===== src/rtl/pipelined_barrelshifter_if.sv =====
// Operand/result handshake bundle for the pipelined barrel shifter.
// Signal names are from the shifter's side; the slave modport is the shifter.
interface pipelined_barrelshifter_if #(
  parameter int D_SIZE = 32
);
  localparam int SW = $clog2(D_SIZE);

  logic              valid_in;
  logic              ready_out;
  logic [D_SIZE-1:0] x_in;
  logic [SW-1:0]     s_in;
  logic [2:0]        op_in;
  logic              valid_out;
  logic              ready_in;
  logic [D_SIZE-1:0] y_out;
  logic              zf_out;
  logic              vf_out;
  logic              cf_out;

  modport master (
    output valid_in, x_in, s_in, op_in, ready_in,
    input  ready_out, valid_out, y_out,
    input  zf_out, vf_out, cf_out
  );

  modport slave (
    input  valid_in, x_in, s_in, op_in, ready_in,
    output ready_out, valid_out, y_out,
    output zf_out, vf_out, cf_out
  );
endinterface


===== src/rtl/pipelined_barrelshifter.sv =====
// Pipelined barrel shifter: log2(D_SIZE) mux levels spread over
// PIPE_STAGES registers, with ZF/VF/CF flags and valid/ready flow control.
module pipelined_barrelshifter #(
  parameter int D_SIZE      = 32,
  parameter int PIPE_STAGES = 2
) (
  input logic                  clk_in,
  input logic                  rst_in,
  pipelined_barrelshifter_if.slave bus
);
  localparam int N  = D_SIZE;
  localparam int L  = $clog2(N);
  localparam int P  = PIPE_STAGES;
  localparam int SW = L;

  typedef struct packed {
    logic          v;
    logic [N-1:0]  p;
    logic [N-1:0]  x;
    logic [SW-1:0] s;
    logic [2:0]    op;
  } stage_t;

  // First level handled by stage k; earlier stages absorb the remainder.
  function automatic int lo_lvl(input int k);
    int b;
    int r;
    b = L / P;
    r = L % P;
    return k * b + ((k < r) ? k : r);
  endfunction

  function automatic logic [N-1:0] lvl(
    input logic [N-1:0] p,
    input int           a,
    input logic [2:0]   op
  );
    logic [N-1:0] r;
    r = '0;
    unique case (1'b1)
      (op[2] && op[1]):
        r = (p << a) | (p >> (N - a));
      (op[2] && !op[1]):
        r = p << a;
      (!op[2] && op[1]):
        r = (p >> a) | (p << (N - a));
      (!op[2] && !op[1] && op[0]):
        r = $signed(p) >>> a;
      default:
        r = p >> a;
    endcase
    return r;
  endfunction

  logic   adv;
  logic   valid_q;
  stage_t last;

  assign adv           = !valid_q || bus.ready_in;
  assign bus.ready_out = adv;

  for (genvar k = 0; k < P; k++) begin : stg
    localparam int LO = lo_lvl(k);
    localparam int HI = lo_lvl(k + 1);

    stage_t d;
    stage_t c;

    if (k == 0) begin : src
      assign d = '{
        v:  bus.valid_in,
        p:  bus.x_in,
        x:  bus.x_in,
        s:  bus.s_in,
        op: bus.op_in
      };
    end else begin : src
      assign d = stg[k-1].r.q;
    end

    always_comb begin
      logic [SW-1:0] sb;
      c  = d;
      sb = '0;
      for (int j = LO; j < HI; j++) begin
        sb = d.s >> j;
        if (sb[0]) c.p = lvl(c.p, 1 << j, d.op);
      end
    end

    if (k < P - 1) begin : r
      stage_t q;
      always_ff @(posedge clk_in or posedge rst_in) begin
        if (rst_in)   q <= '0;
        else if (adv) q <= c;
      end
    end
  end

  assign last = stg[P-1].c;

  logic [N-1:0] y_d;
  logic         zf_d;
  logic         vf_d;
  logic         cf_d;

  always_comb begin
    int           sn;
    int           sm1;
    logic [N-1:0] rt;
    logic [N-1:0] lt;
    logic [N-1:0] mask;
    logic [N-1:0] diff;
    y_d = last.p;
    if (last.op == 3'b101) y_d[N-1] = last.x[N-1];
    sn   = int'(last.s);
    sm1  = (sn == 0) ? 0 : sn - 1;
    rt   = last.x >> sm1;
    lt   = last.x << sm1;
    // Bits x[N-2 : N-1-s] are the ones pushed through the held sign bit.
    mask = ({N{1'b1}} << (N - 1 - sn)) & {1'b0, {(N-1){1'b1}}};
    diff = last.x ^ {N{last.x[N-1]}};
    vf_d = (last.op == 3'b101) && (sn != 0) && |(diff & mask);
    zf_d = ~|y_d;
    cf_d = 1'b0;
    if (sn != 0) begin
      unique case (1'b1)
        (last.op[2] && last.op[1]):   cf_d = y_d[0];
        (!last.op[2] && last.op[1]):  cf_d = y_d[N-1];
        (last.op[2] && !last.op[1]):  cf_d = lt[N-1];
        default:                      cf_d = rt[0];
      endcase
    end
  end

  logic [N-1:0] y_q;
  logic         zf_q;
  logic         vf_q;
  logic         cf_q;

  always_ff @(posedge clk_in or posedge rst_in) begin
    if (rst_in) begin
      valid_q <= 1'b0;
      y_q     <= '0;
      zf_q    <= 1'b0;
      vf_q    <= 1'b0;
      cf_q    <= 1'b0;
    end else if (adv) begin
      valid_q <= last.v;
      y_q     <= y_d;
      zf_q    <= zf_d;
      vf_q    <= vf_d;
      cf_q    <= cf_d;
    end
  end

  assign bus.valid_out = valid_q;
  assign bus.y_out     = y_q;
  assign bus.zf_out    = zf_q;
  assign bus.vf_out    = vf_q;
  assign bus.cf_out    = cf_q;
endmodule


===== src/flat_wrapper.sv =====
// flat-port wrapper written by rule: the top's interface ports become plain ports
module pipelined_barrelshifter_flat 
#(
  parameter int D_SIZE      = 32,
  parameter int PIPE_STAGES = 2
)
  (clk_in, rst_in, bus_valid_in, bus_x_in, bus_s_in, bus_op_in, bus_ready_in, bus_ready_out, bus_valid_out, bus_y_out, bus_zf_out, bus_vf_out, bus_cf_out);
  pipelined_barrelshifter_if #(.D_SIZE(D_SIZE)) bus_i ();
  input logic clk_in;
  input logic rst_in;
  input wire logic [$bits(bus_i.valid_in)-1:0] bus_valid_in;
  input wire logic [$bits(bus_i.x_in)-1:0] bus_x_in;
  input wire logic [$bits(bus_i.s_in)-1:0] bus_s_in;
  input wire logic [$bits(bus_i.op_in)-1:0] bus_op_in;
  input wire logic [$bits(bus_i.ready_in)-1:0] bus_ready_in;
  output wire logic [$bits(bus_i.ready_out)-1:0] bus_ready_out;
  output wire logic [$bits(bus_i.valid_out)-1:0] bus_valid_out;
  output wire logic [$bits(bus_i.y_out)-1:0] bus_y_out;
  output wire logic [$bits(bus_i.zf_out)-1:0] bus_zf_out;
  output wire logic [$bits(bus_i.vf_out)-1:0] bus_vf_out;
  output wire logic [$bits(bus_i.cf_out)-1:0] bus_cf_out;
  assign bus_i.valid_in = bus_valid_in;
  assign bus_i.x_in = bus_x_in;
  assign bus_i.s_in = bus_s_in;
  assign bus_i.op_in = bus_op_in;
  assign bus_i.ready_in = bus_ready_in;
  assign bus_ready_out = bus_i.ready_out;
  assign bus_valid_out = bus_i.valid_out;
  assign bus_y_out = bus_i.y_out;
  assign bus_zf_out = bus_i.zf_out;
  assign bus_vf_out = bus_i.vf_out;
  assign bus_cf_out = bus_i.cf_out;
  pipelined_barrelshifter #(.D_SIZE(D_SIZE), .PIPE_STAGES(PIPE_STAGES)) u_core (.clk_in(clk_in), .rst_in(rst_in), .bus(bus_i));
endmodule

===== config.mk =====
export PLATFORM = sky130hd
export DESIGN_NAME = pipelined_barrelshifter_flat
export DESIGN_NICKNAME = d
export VERILOG_FILES = /design/src/rtl/pipelined_barrelshifter_if.sv /design/src/rtl/pipelined_barrelshifter.sv /design/src/flat_wrapper.sv
export SDC_FILE = /design/constraint.sdc
export NUM_CORES = 1
export LEC_CHECK = 0
export BUFFER_PORTS_ARGS = -buffer_cell sky130_fd_sc_hd__buf_2
export CORE_MARGIN = 2
export CORE_UTILIZATION = 44
export CTS_BUF_LIST = sky130_fd_sc_hd__clkbuf_8 sky130_fd_sc_hd__clkbuf_16
export DETAILED_ROUTE_END_ITERATION = 10
export GPL_TIMING_DRIVEN = 0
export PLACE_DENSITY = 0.7
export SETUP_SLACK_MARGIN = 0.1
export SLEW_MARGIN = 20
export SYNTH_ARGS = -nofsm -noshare
export SYNTH_HDL_FRONTEND = slang
export SYNTH_SLANG_ARGS = --single-unit

===== constraint.sdc =====
create_clock -name clk_in -period 6 [get_ports clk_in]
set_input_delay 0.3 -clock clk_in [delete_from_list [all_inputs] [get_ports clk_in]]
set_output_delay 0.3 -clock clk_in [all_outputs]
set_load 0.01 [all_outputs]

==> results of run 1 <==
## flip-flops by register name, indices dropped and copies added, names as in the netlist
| signal | count |
|---|---|
| u_core.stg.r.q | 32 |
| u_core.last | 41 |
| u_core.bus.zf_out | 1 |
| u_core.bus.y_out | 32 |
| u_core.bus.vf_out | 1 |
| u_core.bus.cf_out | 1 |
| u_core.bus.valid_out | 1 |
## per-layer routing
metal / wire length, um / vias to the layer above / GRT usage, %
met5: 0 / - / 0
met4: 1280 / 0 / 11.3
met3: 3450 / 96 / 6.04
met2: 17000 / 591 / 53.3
met1: 17000 / 4954 / 50.8
li1: - / 4504 / -
## cell families after synthesis
family	after synthesis	share of synthesized area [%]
AOI/OAI and AO/OA	406	28.5
adders and majority gates	5	0.685
muxes	118	15.1
DFF	109	29.9
buffers and inverters	129	5.88
and+or+nand+nor	415	19.9
## area by class of cell
class / instances / area, um^2 / share of cell area [%]
repair buffers: 79 / 423 / 4.14
well taps: 270 / 338 / 3.31
plain buffers: 103 / 439 / 4.30
clock inverters: 7 / 91.3 / 0.894
clock buffers: 9 / 225 / 2.21
inverters: 26 / 103 / 1.00
multi-input cells: 944 / 5870 / 57.4
flip-flops and latches: 109 / 2730 / 26.7
## metrics by stage
stage	hold slack, ns	cell area, um^2	worst slack (ns)	utilization, %
2_1_floorplan	0.412	9130	2.83	-
3_3_place_gp	0.440	9850	1.51	48.5
3_5_place_dp	0.295	9890	2.47	48.7
4_1_cts	0.137	10200	2.45	50.3
5_1_grt	0.153	10200	2.19	50.3
6_report	0.132	10200	2.32	50.3
## worst paths after layout
kind / startpoint / slack, ns / endpoint
max in group asynchronous: rst_in / 4.86 / u_core.last[10]
setup reg to reg: u_core.last[5] / 2.32 / u_core.bus.cf_out
hold reg to reg: u_core.last[72] / 0.47 / u_core.bus.valid_out
hold / removal: bus_valid_in / 0.13 / u_core.last[72]
setup / recovery: u_core.last[5] / 2.32 / u_core.bus.cf_out
min in group asynchronous: rst_in / 0.44 / u_core.bus.y_out[22]
## tightest hold or removal path: stages
cell and delay [ns]:
buf_2 0.07, nand2_1 0.04, nand2_1 0.06
## power by group through the flow
stage | sequential, mW | clock, mW | combinational, mW
6_report | 1.08 | 0.629 | 1.35
5_1_grt | 1.10 | 0.658 | 1.45
4_1_cts | 1.07 | 0.636 | 1.31
3_5_place_dp | 1.08 | 0 | 1.31
3_3_place_gp | 1.08 | 0 | 1.30
2_1_floorplan | 1.04 | 0 | 0.857
## placed cells by master (no fill, tap or decap), types with 4 or more instances in the layout
master / netlist / routed
a211oi_1: 34 / 34
a21o_1: 10 / 10
a21oi_1: 121 / 121
a221oi_1: 6 / 6
a22o_1: 11 / 11
a2bb2oi_1: 8 / 8
a311oi_1: 5 / 5
a31oi_1: 13 / 13
buf_1: 13 / 13
buf_2: 26 / 103
clkbuf_1: 60 / 60
clkbuf_16: 0 / 9
clkinv_8: 0 / 4
dfrtp_1: 109 / 109
ha_1: 5 / 5
inv_1: 25 / 24
mux2_2: 40 / 40
mux2i_1: 65 / 65
mux4_2: 9 / 9
nand2_1: 197 / 197
nand2b_1: 20 / 20
nand3_1: 17 / 17
nand4_1: 5 / 5
nor2_1: 111 / 111
nor2b_1: 16 / 16
nor3_1: 13 / 13
nor4_1: 10 / 10
o211ai_1: 24 / 24
o21a_1: 6 / 6
o21ai_0: 94 / 94
o221ai_1: 11 / 11
o22ai_1: 12 / 12
o31ai_1: 6 / 6
o32a_1: 4 / 4
or2_2: 4 / 4
## timing repair
action / in CTS / in global routing
endpoints found under the hold margin: 31 / 0
buffers inserted: 0 / 0
resized for setup: 0 / 0
hold buffers: 1 / 0
==> impl_results.md, run 1 <==
- Critical path buffer and inverter count: 4
- Post-synth ARST share: 100%
- Outcome: finished, final reports clean
- Placer Congestion: 1.00
- Critical Path Stages: 11
- Clock power share: between 20% and 30%
- CP peak stage delay: 0.56 ns
- Antenna Nets Post-Route: 0
- CP arrival: ~4.0 ns
- Clock Sinks: 109
- Syn Std Cell Area: ~0.0091 mm^2
- Biggest area consumer among synthesized cells: dfrtp_1
- Layout cells sized above 1: 14.9%
- CTS tree: built
- Share of power burned in registers: roughly a third
- Slew HR: between 40% and 50%
- Worst-Skew Late Latency: 0.38 ns
- # IOs: just over 80
- GR Overflow Total: 0
- Worst-path fanout max: 10
- Int Power: 1.69 mW
- RSZ-0062 raised after global routing: false
- First-pass GRT wire length: between 50,000 and 60,000 um
- Cell leakage power: roughly 4.4 nW
- CTS root buffer: clkbuf_16
- Synth top cells by count: 197 x nand2_1, 121 x a21oi_1, 111 x nor2_1
- HPWL Detailed: approximately 30,000 um
- Crit path cell chain: clkbuf_1 > clkbuf_1 > inv_1 > ha_1 > nand2b_1 > clkbuf_1 > nor4_1 > nor4_1 > nor3_1 > a31oi_1 > a21oi_1
- Post-synth top area share: 29.9%
- Via Count: just over 10,000
- Worst path top cell family by delay: buffers and inverters
- Remaining DRCs: 0
- Mapped Avg Cell Area: 7.72 um^2
- Combinational share of power: about 44%
- Nets: approximately 1,300
- #FFs+latches synth: about 110
- Gr usage total: 35.0%
- Initial drt markers: approximately 1,300
- Fin crit period: around 3.7 ns
- Critical path's slowest cell: dfrtp_1
- Synth cell types: 76
- Warnings, synthesis: 0
- Power per cell area: 300 mW/mm^2
- Placed Cells incl. Taps: 1,530
- Initial Util: between 40% and 50%
- Post-route non-filler standard cell count: around 1,500
- Number of synthesized flops with an enable pin: 0
- Final setup skew: ~0.016 ns
- Core Region: 0.0203 mm^2
- Initial antenna violation count: 0
- Switch share: 44.8%
- Final hold vios: 0
- Count leader, synth: nand2_1
- TNS Setup: 0 ns
- Tightest Pin Transition: around 0.83 ns
- Crit end category: register
- Synth Flop Type: dfrtp_1
- Area growth from synthesis to layout: 11.9%
- Fillers: 2,094
- Syn Inst Count: around 1,200
- Die area: roughly 0.022 mm^2
- Startpoint Class: register
- Max VDD drop: around 0.00015 V
- Max-Cap Viols: 0
- Hold Path Class: primary input to register
- Hold Crit Depth: 3
- P_sw: 1.37 mW
- Most common cell on crit path: clkbuf_1
- ANT cells: 0
- DIE WIDTH: 148 um
- Tot Pwr: approximately 3 mW
- Port Buffers: 77
- Die Height: 148 um
- Slew Limit Fails: 0
- Crit path required time: between 6 and 7 ns
- Syn_nets: approximately 1,200
- Via density: between 6 and 7
- Critical path class: register to register
- Clk buf depth: 2
- DR WL/cell: 25.0 um
- Detailed Routing Iterations Pass 1: 5
- Largest net degree at the start of global routing: 79
- Seq/Total Area, Yosys: 29.9%
- Row cnt: between 50 and 60
- Setup violators final: 0
- Vias in the first global route: 9,374
- WL final: between 30,000 and 40,000 um
- FMAX: roughly 270 MHz
- Final worst path period share: just over 60%
- Clk slew on worst S/H paths: approximately 0.090 ns
- CTS H-tree depth: 3
- CTS Buf Count: 9
- Synth area leaders: dfrtp_1 30%, nand2_1 8.1%, mux2i_1 7.1%
- Reg2reg path depth: 11
Power figures use the tool's default switching activity.
==> inputs of run 2 (changes only) <==
--- a/config.mk
+++ b/config.mk
@@ -5,6 +5,7 @@
 export SDC_FILE = /design/constraint.sdc
 export NUM_CORES = 1
 export LEC_CHECK = 0
+export ABC_AREA = 1
 export BUFFER_PORTS_ARGS = -buffer_cell sky130_fd_sc_hd__buf_2
 export CORE_MARGIN = 2
 export CORE_UTILIZATION = 44
==> constraint.sdc (replaced) <==
create_clock -name clk_in -period 3.85 [get_ports clk_in]
set_input_delay 0.1925 -clock clk_in [delete_from_list [all_inputs] [get_ports clk_in]]
set_output_delay 0.1925 -clock clk_in [all_outputs]
set_load 0.01 [all_outputs]
==> impl_results.md, run 2 <==
- ANT cells: 0
- CTS Hold Bufs: 1
- Nets: about 1,500
- Max VDD drop: about 0.00029 V
- Biggest area consumer among synthesized cells: dfrtp_1
- WL final: 36,000 um
- Syn Inst Count: between 1,000 and 1,500
- Mapped Avg Cell Area: about 6.5 um^2
- Row cnt: 52
- Startpoint Class: register
- Outcome: finished, final reports clean
- Largest net degree at the start of global routing: a little under 80
- Setup WS pre-CTS: 1.08 ns
- Worst-Skew Late Latency: about 0.37 ns
- Crit end category: register
- Max-Cap Viols: 0
- Core Region: about 0.020 mm^2
- Initial antenna violation count: 0
- Final core occ: between 40 and 50%
- Synth Flop Type: dfrtp_1
- Crit path cell chain: inv_1 > buf_2 > ha_1 > buf_2 > inv_1 > nand2_4 > inv_1 > nand2_1 > inv_1 > nand2_1 > nand3_1 > nand3_1 > nand2_1 > nand2_1 > nand2_1 > nand2_1 > nand3_1 > nand2_1
- Post-route non-filler standard cell count: 1,744
- Crit path required time: about 4 ns
- Placer Congestion: 1.00
- Via Count: 10,381
- HPWL Detailed: 27,800 um
- CTS H-tree depth: 3
- #FFs+latches synth: ~110
- Number of synthesized flops with an enable pin: 0
- Final hold vios: 0
- Gr usage total: between 30% and 40%
- Commonest non-fill, non-tap cells in the layout: 386 x nand2_1, 146 x o21ai_0, 115 x inv_1
- FMAX: about 350 MHz
- CTS root buffer: clkbuf_16
- Postcts setup bufs: 0
- Slew HR: between 40% and 50%
- CTS tree: built
- Antenna Nets Post-Route: 0
- Slew Limit Fails: 0
- TNS Setup: 0 ns
- Syn_nets: around 1,400
- Cell leakage power: about 4.7 nW
- WHS: between 0.03 and 0.04 ns
- Most common cell after layout, fill and taps aside: nand2_1
- Detailed Routing Iterations Pass 1: 7
- Final worst setup slack: around 0.98 ns
- Most common cell on crit path: nand2_1
- Vias in the first global route: 9,510
- GR Overflow Total: 0
- Die Height: ~150 um
- Synth top cells by count: 386 x nand2_1, 146 x o21ai_0, 116 x inv_1
- Clk buf depth: 2
- Post-DP Area: about 0.0097 mm^2
- Power per cell area: around 460 mW/mm^2
- Initial drt markers: ~1,200
- Seq/Total Area, Yosys: 30.6%
- Reg2reg path depth: 18
- Critical path's slowest cell: dfrtp_1
- Final worst path period share: about 75%
- CTS Buf Count: 9
- Hold Crit Depth: 3
- CTS resizes: 0
- Syn Std Cell Area: between 0.008 and 0.009 mm^2
- DR WL/cell: just over 20 um
- Worst-path fanout max: 11
- CP arrival: approximately 3.1 ns
- Count leader, synth: nand2_1
- Critical path class: register to register
- Layout cells sized above 1: between 10% and 20%
- Fin crit period: between 2 and 3 ns
- Warnings, synthesis: 0
- Tightest Pin Transition: approximately 0.77 ns
- Area growth from synthesis to layout: 12.2%
- Port Buffers: 78
- Post-synth top area share: 30.6%
- Synth cell types: 45
- Clock Sinks: roughly 110
- DIE WIDTH: 146 um
- Remaining DRCs: 0
- Hold Path Class: primary input to register
- Final setup skew: around 0.014 ns
- Clk slew on worst S/H paths: 0.08 ns
- Design area: 0.00999 mm^2
- # IOs: 81
- Die area: 0.0214 mm^2
- First-pass GRT wire length: 55,900 um
- RSZ-0062 raised after global routing: false
- Setup violators final: 0
- Via density: just under 6
- Initial Util: between 40 and 50%
- Max FFs per register: between 40 and 50
- Placed Cells incl. Taps: between 1,500 and 2,000
- Tot Pwr: between 4 and 5 mW
- Synth area leaders: dfrtp_1 31%, nand2_1 16%, o21ai_0 8.2%
- CP peak stage delay: roughly 0.38 ns
- Post-synth ARST share: 100%
[run 2: cell count changes in the layout (fill, tap and decap cells not counted), sizes merged, moves of 12 or more]
cell,delta
o211ai,+54
mux2,-42
nand3,+97
inv,+99
a21oi,-42
nand2b,-20
o21ai,+99
nand4,+12
buf,+23
clkbuf,-24
mux2i,-67
nand2,+193
nor2b,-16
a211oi,-33
[run 2: logic make-up (layout without fill, tap and decap cells)]
logic type	count (synthesis)	count (layout)	share of synthesized area (%)
and+or+nand+nor	632	632	30.1
buffers and inverters	224	320	11.5
adders and majority gates	5	5	0.703
DFF	109	109	30.6
xor gates and xnor gates	9	9	0.886
AOI/OAI and AO/OA	399	399	26.2
[run 2: worst paths after layout]
path / endpoint / startpoint / slack (ns)
max: u_core.bus.cf_out / u_core.last[3] / 0.98
min: u_core.last[7] / bus_s_in[4] / 0.03
max reg2reg: u_core.bus.cf_out / u_core.last[3] / 0.98
min reg2reg: u_core.bus.valid_out / u_core.last[72] / 0.46
max in group asynchronous: u_core.last[35] / rst_in / 2.80
min in group asynchronous: u_core.bus.y_out[16] / rst_in / 0.36
[run 2: metal layers]
layer / share of wire (%) / GRT usage [%] / vias up
met4: 2.9 / 9.90 / 0
met2: 43 / 51.0 / 626
met3: 11 / 6.06 / 75
met5: 0 / 0 / -
met1: 43 / 49.3 / 4843
li1: - / - / 4837
[run 2: cell type report]
class                   instances  area, um^2
clock inverters                 7        91.3
well taps                     270         338
clock buffers                   9         225
inverters                     123         469
plain buffers                 101         562
multi-input cells            1045        5150
fillers                      2192       10000
flip-flops and latches        109        2730
repair buffers                 80         428
[run 2: worst max-delay path, delay by kind of cell, from the launching register on]
| family | cells | cell delay (ns) |
|---|---|---|
| adders and majority gates | 1 | 0.29 |
| buffers and inverters | 6 | 1.16 |
| DFF | 1 | 0.38 |
| and+or+nand+nor | 11 | 0.93 |
[run 2: power breakdown]
group	total, mW	internal (mW)	switching (mW)
combinational	2.01	0.663	1.35
clock	1.00	0.523	0.480
sequential	1.62	1.37	0.252
